## config.mk

```make
export PLATFORM = sky130hd
export DESIGN_NAME = alu_seq
export DESIGN_NICKNAME = d
export VERILOG_FILES = /design/src/rtl/alu_seq_pkg.sv /design/src/rtl/alu_seq_comb.sv /design/src/rtl/alu_seq.sv
export SDC_FILE = /design/constraint.sdc
export NUM_CORES = 1
export LEC_CHECK = 0
export ABC_AREA = 0
export CAP_MARGIN = 15
export CELL_PAD_IN_SITES_DETAIL_PLACEMENT = 1
export CELL_PAD_IN_SITES_GLOBAL_PLACEMENT = 1
export CORE_MARGIN = 2
export CORE_UTILIZATION = 42
export DETAILED_ROUTE_END_ITERATION = 16
export GPL_TIMING_DRIVEN = 0
export PLACE_DENSITY = 0.91
export SLEW_MARGIN = 10
export SYNTH_ARGS = -nofsm -noshare
export SYNTH_HDL_FRONTEND = slang
export SYNTH_SLANG_ARGS = --single-unit
```

## constraint.sdc

```tcl
create_clock -name clk -period 2.69 [get_ports clk]
set_clock_uncertainty 0.1 [all_clocks]
set_input_delay 0.538 -clock clk [delete_from_list [all_inputs] [get_ports clk]]
set_output_delay 0.538 -clock clk [all_outputs]
set_load 0.02 [all_outputs]
```

## src/rtl/alu_seq_pkg.sv

```systemverilog
// Shared types and default widths for the sequential ALU.
package alu_seq_pkg;

    localparam int DEF_W   = 8;
    localparam int DEF_OPW = 3;

    typedef enum logic [DEF_OPW-1:0] {
        OP_ADD = 3'b000,
        OP_SHR = 3'b001,
        OP_SHL = 3'b010,
        OP_XOR = 3'b011,
        OP_SUB = 3'b100,
        OP_AND = 3'b101,
        OP_OR  = 3'b110,
        OP_MUL = 3'b111
    } op_t;

    typedef enum logic [1:0] {
        IDLE,
        BUSY,
        DONE
    } state_t;

endpackage

```

## src/rtl/alu_seq_comb.sv

```systemverilog
// Single-cycle ALU ops (ADD/SUB/XOR/AND/OR) with carry / no-borrow output.
module alu_seq_comb
    import alu_seq_pkg::*;
#(
    parameter int W = DEF_W
) (
    input  op_t          op,
    input  logic [W-1:0] a,
    input  logic [W-1:0] b,
    output logic [W-1:0] result,
    output logic         carry
);

    logic [W:0] sum;

    always_comb begin
        sum    = {1'b0, a} + {1'b0, b};
        result = '0;
        carry  = 1'b0;
        case (op)
            OP_ADD: {carry, result} = sum;
            OP_SUB: begin
                result = a - b;
                carry  = (a >= b);
            end
            OP_XOR:  result = a ^ b;
            OP_AND:  result = a & b;
            OP_OR:   result = a | b;
            default: ;
        endcase
    end

endmodule

```

## src/rtl/alu_seq.sv

```systemverilog
// Sequential ALU: IDLE/BUSY/DONE handshake FSM with bit-serial shifts and,
// when ALU_SEQ_MUL_EN is defined, a W-cycle shift-add multiplier.
module alu_seq
    import alu_seq_pkg::*;
#(
    parameter int W   = DEF_W,
    parameter int OPW = DEF_OPW
) (
    input  logic           clk,
    input  logic           reset,
    input  logic           in_valid,
    output logic           in_ready,
    input  logic [OPW-1:0] op,
    input  logic [W-1:0]   a,
    input  logic [W-1:0]   b,
    output logic           out_valid,
    input  logic           out_ready,
    output logic [W-1:0]   result,
    output logic           zero,
    output logic           sign,
    output logic           carry,
    output logic           illegal
);

    localparam int BW = W + 1;
    localparam logic [BW-1:0] W_LIMIT = BW'(W);

    state_t       state, next_state;
    op_t          op_in, op_q;
    logic [W-1:0] work, work_next, b_q;
    logic         accept, is_shift, is_mul, shift_direct, start_busy, busy_last;
    logic [W-1:0] comb_result;
    logic         comb_carry;
    logic         load, load_carry, load_illegal;
    logic [W-1:0] load_value;

`ifdef ALU_SEQ_MUL_EN
    localparam int CW = $clog2(W + 1);
    logic [W-1:0]  acc, acc_next, mplier;
    logic [CW-1:0] mul_count;
`endif

    assign op_in = op_t'(op);

    alu_seq_comb #(.W(W)) u_comb (
        .op     (op_in),
        .a      (a),
        .b      (b),
        .result (comb_result),
        .carry  (comb_carry)
    );

    always_comb begin
        accept       = in_valid && (state == IDLE);
        is_shift     = (op_in == OP_SHR) || (op_in == OP_SHL);
        shift_direct = (b == '0) || ({1'b0, b} >= W_LIMIT);
`ifdef ALU_SEQ_MUL_EN
        is_mul       = (op_in == OP_MUL);
`else
        is_mul       = 1'b0;
`endif
        start_busy   = (is_shift && !shift_direct) || is_mul;
    end

    // Shifts reuse b_q as their remaining-bit counter; MUL has its own.
    assign work_next = (op_q == OP_SHR) ? (work >> 1) : (work << 1);
`ifdef ALU_SEQ_MUL_EN
    assign acc_next  = acc + (mplier[0] ? work : '0);
    assign busy_last = (op_q == OP_MUL) ? (mul_count == CW'(1)) : (b_q == W'(1));
`else
    assign busy_last = (b_q == W'(1));
`endif

    always_ff @(posedge clk or posedge reset) begin
        if (reset) state <= IDLE;
        else       state <= next_state;
    end

    always_comb begin
        next_state = state;
        case (state)
            IDLE:    if (accept)    next_state = start_busy ? BUSY : DONE;
            BUSY:    if (busy_last) next_state = DONE;
            DONE:    if (out_ready) next_state = IDLE;
            default: next_state = IDLE;
        endcase
    end

    always_comb begin
        in_ready  = (state == IDLE);
        out_valid = (state == DONE);
    end

    always_comb begin
        load         = 1'b0;
        load_value   = '0;
        load_carry   = 1'b0;
        load_illegal = 1'b0;
        if (accept && !start_busy) begin
            load = 1'b1;
            if (is_shift) begin
                load_value = (b == '0) ? a : '0;
            end else if (op_in == OP_MUL) begin
                load_illegal = 1'b1;
            end else begin
                load_value = comb_result;
                load_carry = comb_carry;
            end
        end else if ((state == BUSY) && busy_last) begin
            load = 1'b1;
`ifdef ALU_SEQ_MUL_EN
            load_value = (op_q == OP_MUL) ? acc_next : work_next;
`else
            load_value = work_next;
`endif
        end
    end

    always_ff @(posedge clk or posedge reset) begin
        if (reset) begin
            op_q    <= OP_ADD;
            work    <= '0;
            b_q     <= '0;
            result  <= '0;
            zero    <= 1'b0;
            sign    <= 1'b0;
            carry   <= 1'b0;
            illegal <= 1'b0;
        end else begin
            if (accept) begin
                op_q <= op_in;
                work <= a;
                b_q  <= b;
            end else if (state == BUSY) begin
                work <= work_next;
                b_q  <= b_q - W'(1);
            end
            if (load) begin
                result  <= load_value;
                zero    <= (load_value == '0);
                sign    <= load_value[W-1];
                carry   <= load_carry;
                illegal <= load_illegal;
            end
        end
    end

`ifdef ALU_SEQ_MUL_EN
    always_ff @(posedge clk or posedge reset) begin
        if (reset) begin
            acc       <= '0;
            mplier    <= '0;
            mul_count <= '0;
        end else if (accept) begin
            acc       <= '0;
            mplier    <= b;
            mul_count <= CW'(W);
        end else if (state == BUSY) begin
            acc       <= acc_next;
            mplier    <= mplier >> 1;
            mul_count <= mul_count - CW'(1);
        end
    end
`endif

endmodule

```

== After elaboration in Yosys (flattened, before gate mapping) ==
Index checks and enable logic that the tools add are counted.
Word-level totals
  register bits: 33
  output and inout bits: 14
  input bits: 23
  logic and storage cells: 70
Operators by class
  reduce and logical (&&, ||, !) cells: 14
  bitwise gates (word level): 3
  add/sub/neg operators: 3
  $lt $le $gt $ge: 2
  equality and inequality tests: 14
  multiplexer cells: 25
Operators by type and width (number)
  8-bit 2-to-1 mux: 10
  8-bit case mux with 5 select lines: 1
  8-bit logical NOT: 2
  3-bit == test, second input constant: 4
  8-bit by 8-bit adder with 9-bit output: 1
  8-bit bitwise AND: 1
  8-bit by 1-bit == test with 1-bit output, second input constant: 1
  8-bit by 4-bit greater-or-equal comparator with 1-bit output, second input constant: 1
  8-bit greater-or-equal comparator: 1
  1-bit 2-to-1 mux: 8
  2-bit 2-to-1 mux: 4
  8-bit bitwise OR: 1
  8-bit by 1-bit subtractor with 8-bit output, second input constant: 1
  8-bit subtractor: 1
  8-bit bitwise XOR: 1
  3-bit by 1-bit == test with 1-bit output, second input constant: 2
  3-bit by 2-bit == test with 1-bit output, second input constant: 2
  2-bit case mux with 3 select lines: 1
  1-bit logical AND: 4
  2-bit by 1-bit inequality test with 1-bit output, second input constant: 2
  3-bit logical NOT: 1
  3-bit AND reduction: 1
  2-bit by 1-bit == test with 1-bit output, second input constant: 1
  2-bit == test, second input constant: 1
  6 further kinds: 8

== Logic depth before layout (Yosys ltp) ==
Gate-level depths: netlist (run 1).
  word-level depth: 8
  gate-level depth with buffers: 10
  mapped depth without buffers: 10

== Cells and area by module ==
A second synthesis (run 1) with hierarchy kept.
Second synthesis, totals
  cells, all modules: 348
  area, all modules: 2965.3 µm²
Modules (own cells, without submodules)
  alu_seq: times used 1, seq. area each 800.8 µm², cells each 183, area an instance 1788.0 µm²
  alu_seq_comb: times used 1, seq. area each 0.0 µm², cells each 165, area an instance 1177.4 µm²

== Least setup slack after synthesis (run 1) ==
Ideal clock, no wire load.
  path type: input to register
  from: input port a[0]
  to: register zero
  data required time: 2.462 ns
  stages: 10
  setup time: 0.128 ns
  buffers on the path: 0
  arrival time: 2.457 ns
  slack: 0.005 ns
  cell sequence: inv_1 > ha_1 > fa_1 > nor3_1 > nor3_1 > or4_1 > a32o_1 > a32oi_2 > nand4b_1 > o31ai_1
On the way
  longest elaborated chain between the ends: 6
  elaborated cells on any way between the ends: 11
  classes of those cells: 2 x add/sub; 5 x mux; 3 x bitwise; 1 x reduce/logical
Ends and longest elaborated chain
  start, declared: line alu_seq.sv:14  | input logic [W-1:0] a,
  8-bit subtractor (tied with other cells): line alu_seq_comb.sv:23  | result = a - b;
  8-bit case mux with 5 select lines: line alu_seq_comb.sv:20  | case (op)
  8-bit 2-to-1 mux: line alu_seq.sv:103  | end else if (op_in == OP_MUL) begin
  8-bit 2-to-1 mux (*): line alu_seq.sv:101  | if (is_shift) begin
  8-bit 2-to-1 mux (*): line alu_seq.sv:99  | if (accept && !start_busy) begin
  8-bit logical NOT (*): line alu_seq.sv:140  | zero <= (load_value == '0);
  end signal, assigned: line alu_seq.sv:140
  end, declared: line alu_seq.sv:19  | output logic zero,
Mark *: on every way between the ends. The rest lies on a longest branch, timed or not.
A chain may end at the register's enable or synchronous reset.

== Worst setup path after layout (run 1) ==
Ends and elaborated chain as after synthesis.

==> summary.txt, run 1 <==
outcome: finished, violations left
failing checks: setup timing
Antenna diodes: 0
Hold Path Stages: 2
Worst Path Required: 2.78 ns
Final GP Congestion: 0.907
First-pass DRT Iterations: 5
Worst R2R Path Depth: 7
Clock transition at path regs: 0.07 ns
Initial Utilization: 43.1%
largest net degree at the start of global routing: 14
H-tree Lvls: 2
GRT met2 Usage: 50.6%
Post-Place Cells: 462
pre-CTS WS: -1.10 ns
fmax: 362 MHz
Slew Viols, Final: 0
register area share after synthesis: 27.6%
Fillers: 776
Final WS setup: -0.0722 ns
All-Layer GR Usage: 29.9%
CP max stage cell: fa_2
Peak VDD IR: 0.000426 V
die area: 0.00758 mm^2
Port Buffer Count: 36
final setup fails: 1
fin crit period: 2.76 ns
final worst path period share: 103%
first-pass GRT wire length: 17200 um
Layout Nets: 449
largest area contributor in the netlist: dfrtp_1
io pins: 37
Mapped Cells: 344
Initial DRC Count: 242
critical path launch point type: input port
WP depth: 11
Row Count: 30
Crit path arrival time: 2.86 ns
Slew @ Worst Pin: 0.728 ns
CTS Buf Count: 5
DRT Wirelength: 11200 um
count of flip-flops with a built-in enable after synthesis: 0
critical path class: in -> reg
Hold Vio Cnt, Final: 0
Top Family by Delay on Critical Path: compound AO/OA/AOI/OAI gates
area grow syn2layout: 28.4%
Crit Path Max Fanout: 4
layout cell share with drive strength beyond 1: 21.1%
chip width: 87.1 um
TritonCTS clock tree: done
Yosys warnings: 0
Leakage: 1.59 nW
worst path bufs/invs: 2
vias in the first global route: 3291
Non-Filler Instances: 479
gr ovfl total: 0
asr flop ratio synth: 100%
Num Clock Sinks: 32
DP Wirelength: 8100 um
Clock Latency Late Sink: 0.28 ns
synthesized area: 0.00290 mm^2
DRC Markers: 0
routed via count: 3165
total of max-cap violations: 0
CTS max path bufs: 2
top cell type's share of synthesized area: 27.6%
Via density: 6.61
initial antenna violation count: 0
Max-slew headroom: 51.4%
Area contributors post-synth: dfrtp_1 (28%), ha_1 (11%), inv_1 (3.5%)
Final ANT Viol Nets: 0
RSZ-0062 raised after global routing: true
Synth Register Bits: 32
PD cells: 530 mW/mm^2
CP endpoint kind: register
Overall Power: 0.00197 W
Die Span Y: 87.1 um
Avg WL per Cell: 23.4 um
Syn Area/Cell: 8.42 um^2
root buffer cell: clkbuf_8
Synth cell types: 61
CP Cell Sequence: buf_4 -> inv_2 -> ha_4 -> fa_2 -> xor2_1 -> and2_1 -> o32ai_1 -> o211ai_1 -> nor4_1 -> nand4b_1 -> o31ai_2
GRT busiest layer: met2
delay of the slowest cell on the worst path: 0.38 ns
met1 GRT Util: 36.5%
Min-Delay Path Class: reg -> reg
Reg area: 801 um^2
R2R setup slack: 0.12 ns
net count after synthesis: 395
area of the multi-input gates: 0.00207 mm^2
Synth Flop Type: dfrtp_1
core area: 0.00672 mm^2
met3 usage: 5.31%
-- logic make-up (layout without fill, tap and decap cells) --
| kind of cell | Yosys count | in the layout | synth area share (%) |
|---|---|---|---|
| xor gates and xnor gates | 10 | 10 | 3.02 |
| muxes | 7 | 7 | 2.42 |
| AOI/OAI and AO/OA | 107 | 107 | 26.3 |
| DFF | 32 | 32 | 27.6 |
| and+or+nand+nor | 114 | 114 | 21.8 |
| buffers and inverters | 46 | 101 | 6.30 |
| adders and majority gates | 28 | 28 | 12.6 |
-- metal layers --
layer  up-vias  part of all wire [%]
met1      1559                    39
li1       1376                     -
met3        62                   6.7
met2       168                    49
met5         -                     0
met4         0                   5.2
-- where the power goes --
group | total [W] | switching (W) | leakage, nW | internal, W
registers | 0.000679 | 0.0000940 | 0.401 | 0.000585
clock network | 0.000464 | 0.000189 | 0.0552 | 0.000275
logic | 0.000827 | 0.000470 | 1.14 | 0.000356
-- cell usage in the layout, fill, tap and decap left out, drive strengths merged, types with 3 or more instances in the layout --
master	instances
a211oi	4
a21o	8
a21oi	20
a221o	3
a22oi	12
and2	5
buf	26
clkbuf	17
clkdlybuf4s15	3
clkdlybuf4s50	17
dfrtp	32
dlygate4sd2	8
ha	26
inv	26
mux2i	7
nand2	24
nand2b	6
nand3	6
nand3b	3
nand4	4
nand4b	3
nor2	19
nor2b	8
nor3	7
nor3b	3
nor4	8
o211ai	7
o21ai	15
o221ai	4
o22ai	5
o31ai	4
o32ai	3
or2	8
or3	4
or4	3
xnor2	5
xor2	5
-- worst register-to-register path, cell delays in order (launching register included) --
cell and delay [ns]:
dfrtp_1 0.47, nor2b_1 0.35, nand4_1 0.21, clkbuf_1 0.28, and2_1 0.27, nor4_1 0.36, nand4b_1 0.21, o31ai_2 0.23
-- area by class of cell --
class,instances,share of cell area [%]
clock buffer,6,1.95
tap,80,2.69
timing repair buffer,50,11.9
sequential,32,21.5
clock inverter,2,0.942
multi-input combinational,266,55.7
inverter,27,2.89
buffer,16,2.39
-- metrics by stage --
stage | TNS, ns | cell area (um^2) | util, % | hold slack, ns
global placement | -6.82 | 3360 | 50.0 | 0.357
global route | -0.0732 | 3720 | 55.4 | 0.430
floorplan | 0 | 2900 | - | 0.342
detailed placement | -7.60 | 3390 | 50.4 | 0.368
finish | -0.0722 | 3720 | 55.4 | 0.386
CTS | -0.0479 | 3650 | 54.3 | 0.384
-- worst paths after layout --
path	from	to
worst max-delay path	a[0]	zero
worst min-delay path	op_q[2]	op_q[2]
worst max register to register	state[0]	zero
worst min register to register	op_q[2]	op_q[2]
max in group asynchronous	reset	work[1]
min in group asynchronous	reset	result[2]
-- synth_stat cells (4+ instances only) --
cell type	n
nor2b_1	8
or2_2	5
o211ai_1	7
or3_1	4
a211oi_1	4
buf_2	5
o221ai_1	4
nand2_1	24
nor3_1	7
and2_1	5
o22ai_1	5
clkbuf_1	11
a21o_1	8
nand3_1	6
a22oi_1	12
dfrtp_1	32
o21ai_0	14
xor2_1	5
nor4_1	7
o31ai_1	4
nor2_1	19
xnor2_1	5
a21oi_1	20
mux2i_1	7
nand2b_1	6
ha_1	26
inv_1	27
nand4_1	4
-- registers in the layout, indices dropped and copies added, names as in the netlist --
register  count
b_q           8
carry         1
illegal       1
op_q          3
result        8
state         2
work          8
zero          1
-- what timing repair did --
item,in CTS,in global routing
resized for setup,78,26
pin swaps,6,6
endpoints found under the setup margin,11,10
buffers inserted,6,5
hold buffers,0,0
cloned,1,0
Note: power is estimated with default switching activity, not from simulation.
==> run 2: changes to the inputs <==
--- a/config.mk
+++ b/config.mk
@@ -10,11 +10,12 @@
 export CELL_PAD_IN_SITES_DETAIL_PLACEMENT = 1
 export CELL_PAD_IN_SITES_GLOBAL_PLACEMENT = 1
 export CORE_MARGIN = 2
-export CORE_UTILIZATION = 42
+export CORE_UTILIZATION = 43
 export DETAILED_ROUTE_END_ITERATION = 16
 export GPL_TIMING_DRIVEN = 0
-export PLACE_DENSITY = 0.91
+export PLACE_DENSITY = 0.93
 export SLEW_MARGIN = 10
 export SYNTH_ARGS = -nofsm -noshare
 export SYNTH_HDL_FRONTEND = slang
+export SYNTH_HIERARCHICAL = 1
 export SYNTH_SLANG_ARGS = --single-unit
==> summary.txt, run 2 <==
root buffer cell: clkbuf_8
total of max-cap violations: 0 (unchanged)
CP endpoint kind: register
commonest cells after routing, fill and taps aside: dfrtp_1 (32), nand2_1 (28), o21ai_0 (26), nor2_1 (19), inv_1 (19)
TritonCTS clock tree: done
Clock transition at path regs: 0.07 ns (about the same)
Peak VDD IR: 0.000331 V (-22%)
first-pass GRT wire length: 17200 um (-0.28%)
net count after synthesis: 399 (+1.0%)
initial antenna violation count: 0 (unchanged)
Worst Path Required: 2.81 ns (+0.03 ns)
Mapped Cells: 348 (+1.2%)
Die Span Y: 87.0 um (about the same)
Antenna diodes: 0 (unchanged)
chip width: 87.0 um (about the same)
Fillers: 800 (+3.1%)
Initial Utilization: 44.1% (+1.0 points)
Row Count: 30 (unchanged)
outcome: finished, violations left
Leakage: 1.71 nW (+7.5%)
PD cells: 464 mW/mm^2 (-12%)
Slew Viols, Final: 0 (unchanged)
die area: 0.00758 mm^2 (about the same)
gr ovfl total: 0 (unchanged)
asr flop ratio synth: 100% (unchanged)
fmax: 313 MHz (-14%)
critical path launch point type: input port
CTS Buf Count: 5 (unchanged)
Crit Path Max Fanout: 3 (-1)
area grow syn2layout: 31.6%
Final GP Congestion: 0.920 (+1.4%)
Synth Register Bits: 32 (unchanged)
CP Cell Sequence: buf_12 -> inv_12 -> ha_4 -> fa_2 -> o21ba_4 -> o21ai_4 -> xor2_1 -> o21ai_1 -> mux4_2 -> or4_4 -> o21a_1 -> o31ai_2 -> a41o_1
CTS Hold Bufs: 0 (unchanged)
io pins: 37 (unchanged)
Top Family by Delay on Critical Path: compound AO/OA/AOI/OAI gates
Crit path arrival time: 3.32 ns (+0.46 ns)
routed via count: 3253 (+2.8%)
CTS max path bufs: 2 (unchanged)
Slew @ Worst Pin: 0.617 ns (-0.111 ns)
All-Layer GR Usage: 29.0% (-0.83 points)
Area contributors post-synth: dfrtp_1 (27%), ha_1 (11%), o21ai_0 (4.7%)
Final Cell Area: 0.00390 mm^2 (+4.9%)
Via density: 6.65 (+0.68%)
final worst path period share: 119% (+16 points)
Post-Place Cells: 465 (+0.65%)
Num Clock Sinks: 32 (unchanged)
Avg WL per Cell: 23.2 um (-0.76%)
Synth cell types: 70 (+15%)
area of the multi-input gates: 0.00215 mm^2 (+3.9%)
commonest non-fill, non-tap cell in the layout: dfrtp_1
Layout Nets: 460 (+2.4%)
failing checks: setup timing
Reg area: 801 um^2 (unchanged)
final setup fails: 4 (+3)
largest net degree at the start of global routing: 22 (+8)
vias in the first global route: 3369 (+2.4%)
largest area contributor in the netlist: dfrtp_1
core area: 0.00672 mm^2 (unchanged)
CP max stage cell: mux4_2
RSZ-0062 raised after global routing: true
Port Buffer Count: 36 (unchanged)
Min-Delay Path Class: reg -> reg
Max-slew headroom: 58.6% (+7.2 points)
Setup TNS Final: -1.25 ns (-1.17 ns)
Initial DRC Count: 272 (+12%)
count of flip-flops with a built-in enable after synthesis: 0 (unchanged)
Hold Vio Cnt, Final: 0 (unchanged)
fin crit period: 3.20 ns (+0.435 ns)
Synth Flop Type: dfrtp_1
critical path class: in -> reg
Top Registers: b_q (8), result (8), work (8)
Yosys warnings: 6 (+6)
Final ANT Viol Nets: 0 (unchanged)
H-tree Lvls: 2 (unchanged)
worst path bufs/invs: 2 (unchanged)
count leader, synth: dfrtp_1
top cell type's share of synthesized area: 27.0% (-0.63 points)
layout cell share with drive strength beyond 1: 22.0% (+0.95 points)
First-pass DRT Iterations: 5 (unchanged)
Final WS setup: -0.507 ns (-0.435 ns)
DP Wirelength: 7510 um (-7.3%)
delay of the slowest cell on the worst path: 0.49 ns (+0.11 ns)
DRC Markers: 0 (unchanged)
dpl cell area: 0.00349 mm^2 (+3.0%)
Commonest cells post-synth: dfrtp_1 (32), nand2_1 (28), o21ai_0 (28)
register area share after synthesis: 27.0% (-0.63 points)
Clock Latency Late Sink: 0.28 ns (about the same)
DRT Wirelength: 11400 um (+1.3%)
Core Util, Final: 58.1% (+2.7 points)
synthesized area: 0.00297 mm^2 (+2.3%)
Non-Filler Instances: 489 (+2.1%)
Syn Area/Cell: 8.52 um^2 (+1.2%)
==> run 2: layout make-up <==
| type | instances | area share [%] |
|---|---|---|
| multi-input combinational | 273 | 55.2 |
| timing repair buffer | 54 | 14.0 |
| inverter | 26 | 3.08 |
| tap | 80 | 2.56 |
| clock buffer | 6 | 1.86 |
| sequential | 32 | 20.5 |
| clock inverter | 1 | 0.128 |
| buffer | 17 | 2.69 |
==> run 2: path summary, 6_finish.rpt <==
| check | start | endpoint | slack, ns | cells after the start |
|---|---|---|---|---|
| max | a[0] | zero | -0.51 | 13 |
| max in group asynchronous | reset | op_q[2] | 1.50 | 3 |
| min reg2reg | result[4] | result[4] | 0.38 | 1 |
| min | result[4] | result[4] | 0.38 | 1 |
| max reg2reg | op_q[1] | zero | 0.25 | 6 |
| min in group asynchronous | reset | result[0] | 0.50 | 2 |
==> run 2: kinds of logic after synthesis <==
group	share of synthesized area (%)
mux	3.50
simple gates	19.4
fa+ha+maj	12.3
xor+xnor	1.77
buf+inv	6.16
flops	27.0
compound gates	29.8
==> run 2: metal layers <==
metal | wire length [um] | GRT usage, % | share of wire (%)
met1 | 4710 | 38.3 | 41
met5 | 0 | 0 | 0
met2 | 5520 | 48.2 | 49
met4 | 389 | 9.80 | 3.4
met3 | 740 | 4.74 | 6.5
==> run 2: where the power goes <==
part / internal [W] / switching (W)
Sequential: 0.000564 / 0.0000857
Clock: 0.000176 / 0.000177
Combinational: 0.000369 / 0.000440
Total: 0.00111 / 0.000703
==> run 2: worst register-to-register path, cell delays in order (launching register included) <==
cell and delay [ns]:
dfrtp_1 0.38, nor3b_1 0.53, clkbuf_1 0.51, o21ai_0 0.27, a31oi_1 0.22, o32ai_1 0.11, a41o_1 0.22
==> run 2: repair_timing <==
item | CTS | global route
gates resized for setup | 79 | 49
pin swaps | 14 | 20
gates cloned | 0 | 3
hold endpoints to repair | 0 | 0
endpoints found under the setup margin | 9 | 7
setup buffers | 5 | 9
==> run 2: metrics by stage <==
stage	power, W	hold WS (ns)	setup WS (ns)
global placement	0.00128	0.358	-1.57
floorplan	0.00106	0.338	-0.610
global route	0.00190	0.396	-0.584
CTS	0.00172	0.381	-0.633
finish	0.00181	0.376	-0.507
detailed placement	0.00133	0.366	-1.58
==> run 3: changes to the inputs <==
--- a/config.mk
+++ b/config.mk
@@ -6,6 +6,7 @@
 export NUM_CORES = 1
 export LEC_CHECK = 0
 export ABC_AREA = 0
+export ABC_CLOCK_PERIOD_IN_PS = 2690
 export CAP_MARGIN = 15
 export CELL_PAD_IN_SITES_DETAIL_PLACEMENT = 1
 export CELL_PAD_IN_SITES_GLOBAL_PLACEMENT = 1
==> constraint.sdc (replaced) <==
create_clock -name clk -period 2.69 [get_ports clk]
set_clock_uncertainty 0.1 [all_clocks]
set_input_delay 0.538 -clock clk [delete_from_list [all_inputs] [get_ports clk]]
set_output_delay 0.538 -clock clk [all_outputs]
set_load 0.1 [all_outputs]
==> summary.txt, run 3 (synthesized netlist as in run 2, its figures left out) <==
outcome: finished, violations left
failing checks: setup timing
total of max-cap violations: 0 (unchanged)
Final GP Congestion: 0.920 (about the same)
R2R setup slack: 0.30 ns (+0.05 ns)
critical path launch point type: input port
dpl cell area: 0.00349 mm^2 (about the same)
initial antenna violation count: 0 (unchanged)
CTS Hold Bufs: 0 (unchanged)
final worst path period share: 120% (+1.2 points)
crit path to: zero
Die Span Y: 87.0 um (unchanged)
Final Cell Area: 0.00376 mm^2 (-3.6%)
Hold Vio Cnt, Final: 0 (unchanged)
DRT Wirelength: 10900 um (-4.2%)
DP Wirelength: 7370 um (-1.9%)
Int Power: 0.00113 W (+1.6%)
Worst R2R Path Depth: 6 (unchanged)
Row Count: 30 (unchanged)
die area: 0.00758 mm^2 (unchanged)
area grow syn2layout: 26.9%
Final ANT Viol Nets: 0 (unchanged)
CTS Buf Count: 5 (unchanged)
Antenna diodes: 0 (unchanged)
core area: 0.00672 mm^2 (unchanged)
worst r2r src: op_q[1]
Initial Utilization: 44.1% (unchanged)
delay of the slowest cell on the worst path: 0.52 ns (+0.03 ns)
DRC Markers: 0 (unchanged)
Peak VDD IR: 0.000281 V (-15%)
CP Cell Sequence: buf_12 -> inv_12 -> ha_4 -> fa_2 -> o21ba_4 -> o21ai_4 -> xor2_1 -> o21ai_1 -> mux4_2 -> or4_1 -> o21a_1 -> o31ai_2 -> a41o_1
sequential group share of total power: 31.7% (-4.2 points)
Setup TNS Final: -1.22 ns (+0.0295 ns)
Clk pwr share: 20.9% (+1.4 points)
Clock Latency Late Sink: 0.30 ns (+0.02 ns)
Worst Path Required: 2.84 ns (+0.03 ns)
Via density: 6.47 (-2.8%)
TritonCTS clock tree: done
Sw Ratio: 45.0% (+6.2 points)
routed via count: 3130 (-3.8%)
Clock transition at path regs: 0.07 ns (about the same)
Crit Path Max Fanout: 3 (unchanged)
chip width: 87.0 um (unchanged)
layout cell share with drive strength beyond 1: 19.8% (-2.2 points)
fin crit period: 3.23 ns (+0.0326 ns)
commonest non-fill, non-tap cell in the layout: dfrtp_1
Crit path arrival time: 3.38 ns (+0.06 ns)
Layout Nets: 455 (-1.1%)
Min-Delay Path Class: reg -> reg
H-tree Lvls: 2 (unchanged)
Leakage: 1.67 nW (-2.8%)
first-pass GRT wire length: 16600 um (-3.1%)
io pins: 37 (unchanged)
CP max stage cell: or4_1
Top Registers: b_q (8), result (8), work (8)
Port Buffer Count: 36 (unchanged)
Initial DRC Count: 238 (-13%)
FF-to-FF End: zero
Non-Filler Instances: 484 (-1.0%)
Final WS setup: -0.540 ns (-0.0326 ns)
Post-Place Cells: 465 (unchanged)
All-Layer GR Usage: 28.5% (-0.57 points)
Num Clock Sinks: 32 (unchanged)
vias in the first global route: 3185 (-5.5%)
root buffer cell: clkbuf_8
Comb power frac: 47.4% (+2.7 points)
final setup fails: 4 (unchanged)
Max-slew headroom: 34.8% (-24 points)
Hold Path Stages: 1 (unchanged)
commonest cells after routing, fill and taps aside: dfrtp_1 (32), nand2_1 (28), o21ai_0 (26), inv_1 (20), ha_1 (20)
First-pass DRT Iterations: 5 (unchanged)
Slew Viols, Final: 0 (unchanged)
Avg WL per Cell: 22.5 um (-3.2%)
gr ovfl total: 0 (unchanged)
CTS max path bufs: 2 (unchanged)
Setup crit start: a[0]
critical path class: in -> reg
Core Util, Final: 56.0% (-2.1 points)
RSZ-0062 raised after global routing: true
fmax: 310 MHz (-1.0%)
Slew @ Worst Pin: 0.974 ns (+0.357 ns)
largest net degree at the start of global routing: 22 (unchanged)
NetSw: 0.000923 W (+31%)
PD cells: 544 mW/mm^2 (+17%)
CP endpoint kind: register
[run 3: cell count changes in the layout (fill, tap and decap cells not counted), moves of 2 or more]
cell	previous run	this run
buf_6	7	5
ha_1	18	20
buf_2	6	4
clkbuf_8	5	7
clkbuf_4	1	3
clkdlybuf4s15_2	2	0
clkbuf_2	4	6
ha_4	7	4
[run 3: metal layers]
| layer | vias up | part of all wire (%) | global-route usage, % |
|---|---|---|---|
| li1 | 1396 | - | - |
| met1 | 1568 | 43 | 37.0 |
| met2 | 130 | 49 | 47.4 |
| met3 | 36 | 5.6 | 5.12 |
| met4 | 0 | 3.0 | 9.80 |
| met5 | - | 0 | 0 |
[run 3: how the worst min path moves through the flow]
stage                         start   endpoint  slack, ns
after floorplan             op_q[0]    op_q[0]       0.34
after global placement    result[4]  result[4]       0.36
after detailed placement  result[4]  result[4]       0.36
after CTS                 result[4]  result[4]       0.38
after global routing      result[4]  result[4]       0.39
final                     result[4]  result[4]       0.38
[run 3: area by class of cell]
type,count,area (um^2)
buffer,17,104
timing repair buffer,49,448
tap,80,100
clock buffer,7,96.3
sequential,32,801
fill,812,2960
inverter,26,113
multi-input combinational,273,2100
[run 3: per-stage QoR]
step                      hold slack, ns  setup WS, ns  power [W]
after floorplan                    0.338        -0.610    0.00127
after global placement             0.358         -1.57    0.00150
after detailed placement           0.365         -1.58    0.00154
after CTS                          0.380        -0.589    0.00200
after global routing               0.388        -0.662    0.00213
final                              0.377        -0.540    0.00205
[run 3: worst max-delay path: cells and delay by family]
family          cells  cell delay [ns]
compound gates      6             1.00
xor+xnor            1             0.15
fa+ha+maj           2             0.53
buf+inv             2             0.13
mux                 1             0.50
simple gates        1             0.52
[run 3: power by group through the flow]
stage               logic [W]  clock network (W)  registers (W)
global route          0.00103           0.000439       0.000660
finish               0.000971           0.000429       0.000649
CTS                  0.000923           0.000427       0.000647
detailed placement   0.000889                  0       0.000651
floorplan            0.000429                  0       0.000844
global placement     0.000854                  0       0.000645
[run 3: timing repair]
item                                    CTS  global route
resized for setup                        72            36
pin swaps                                12            14
endpoints found under the setup margin   10             6
buffers inserted                          5             7
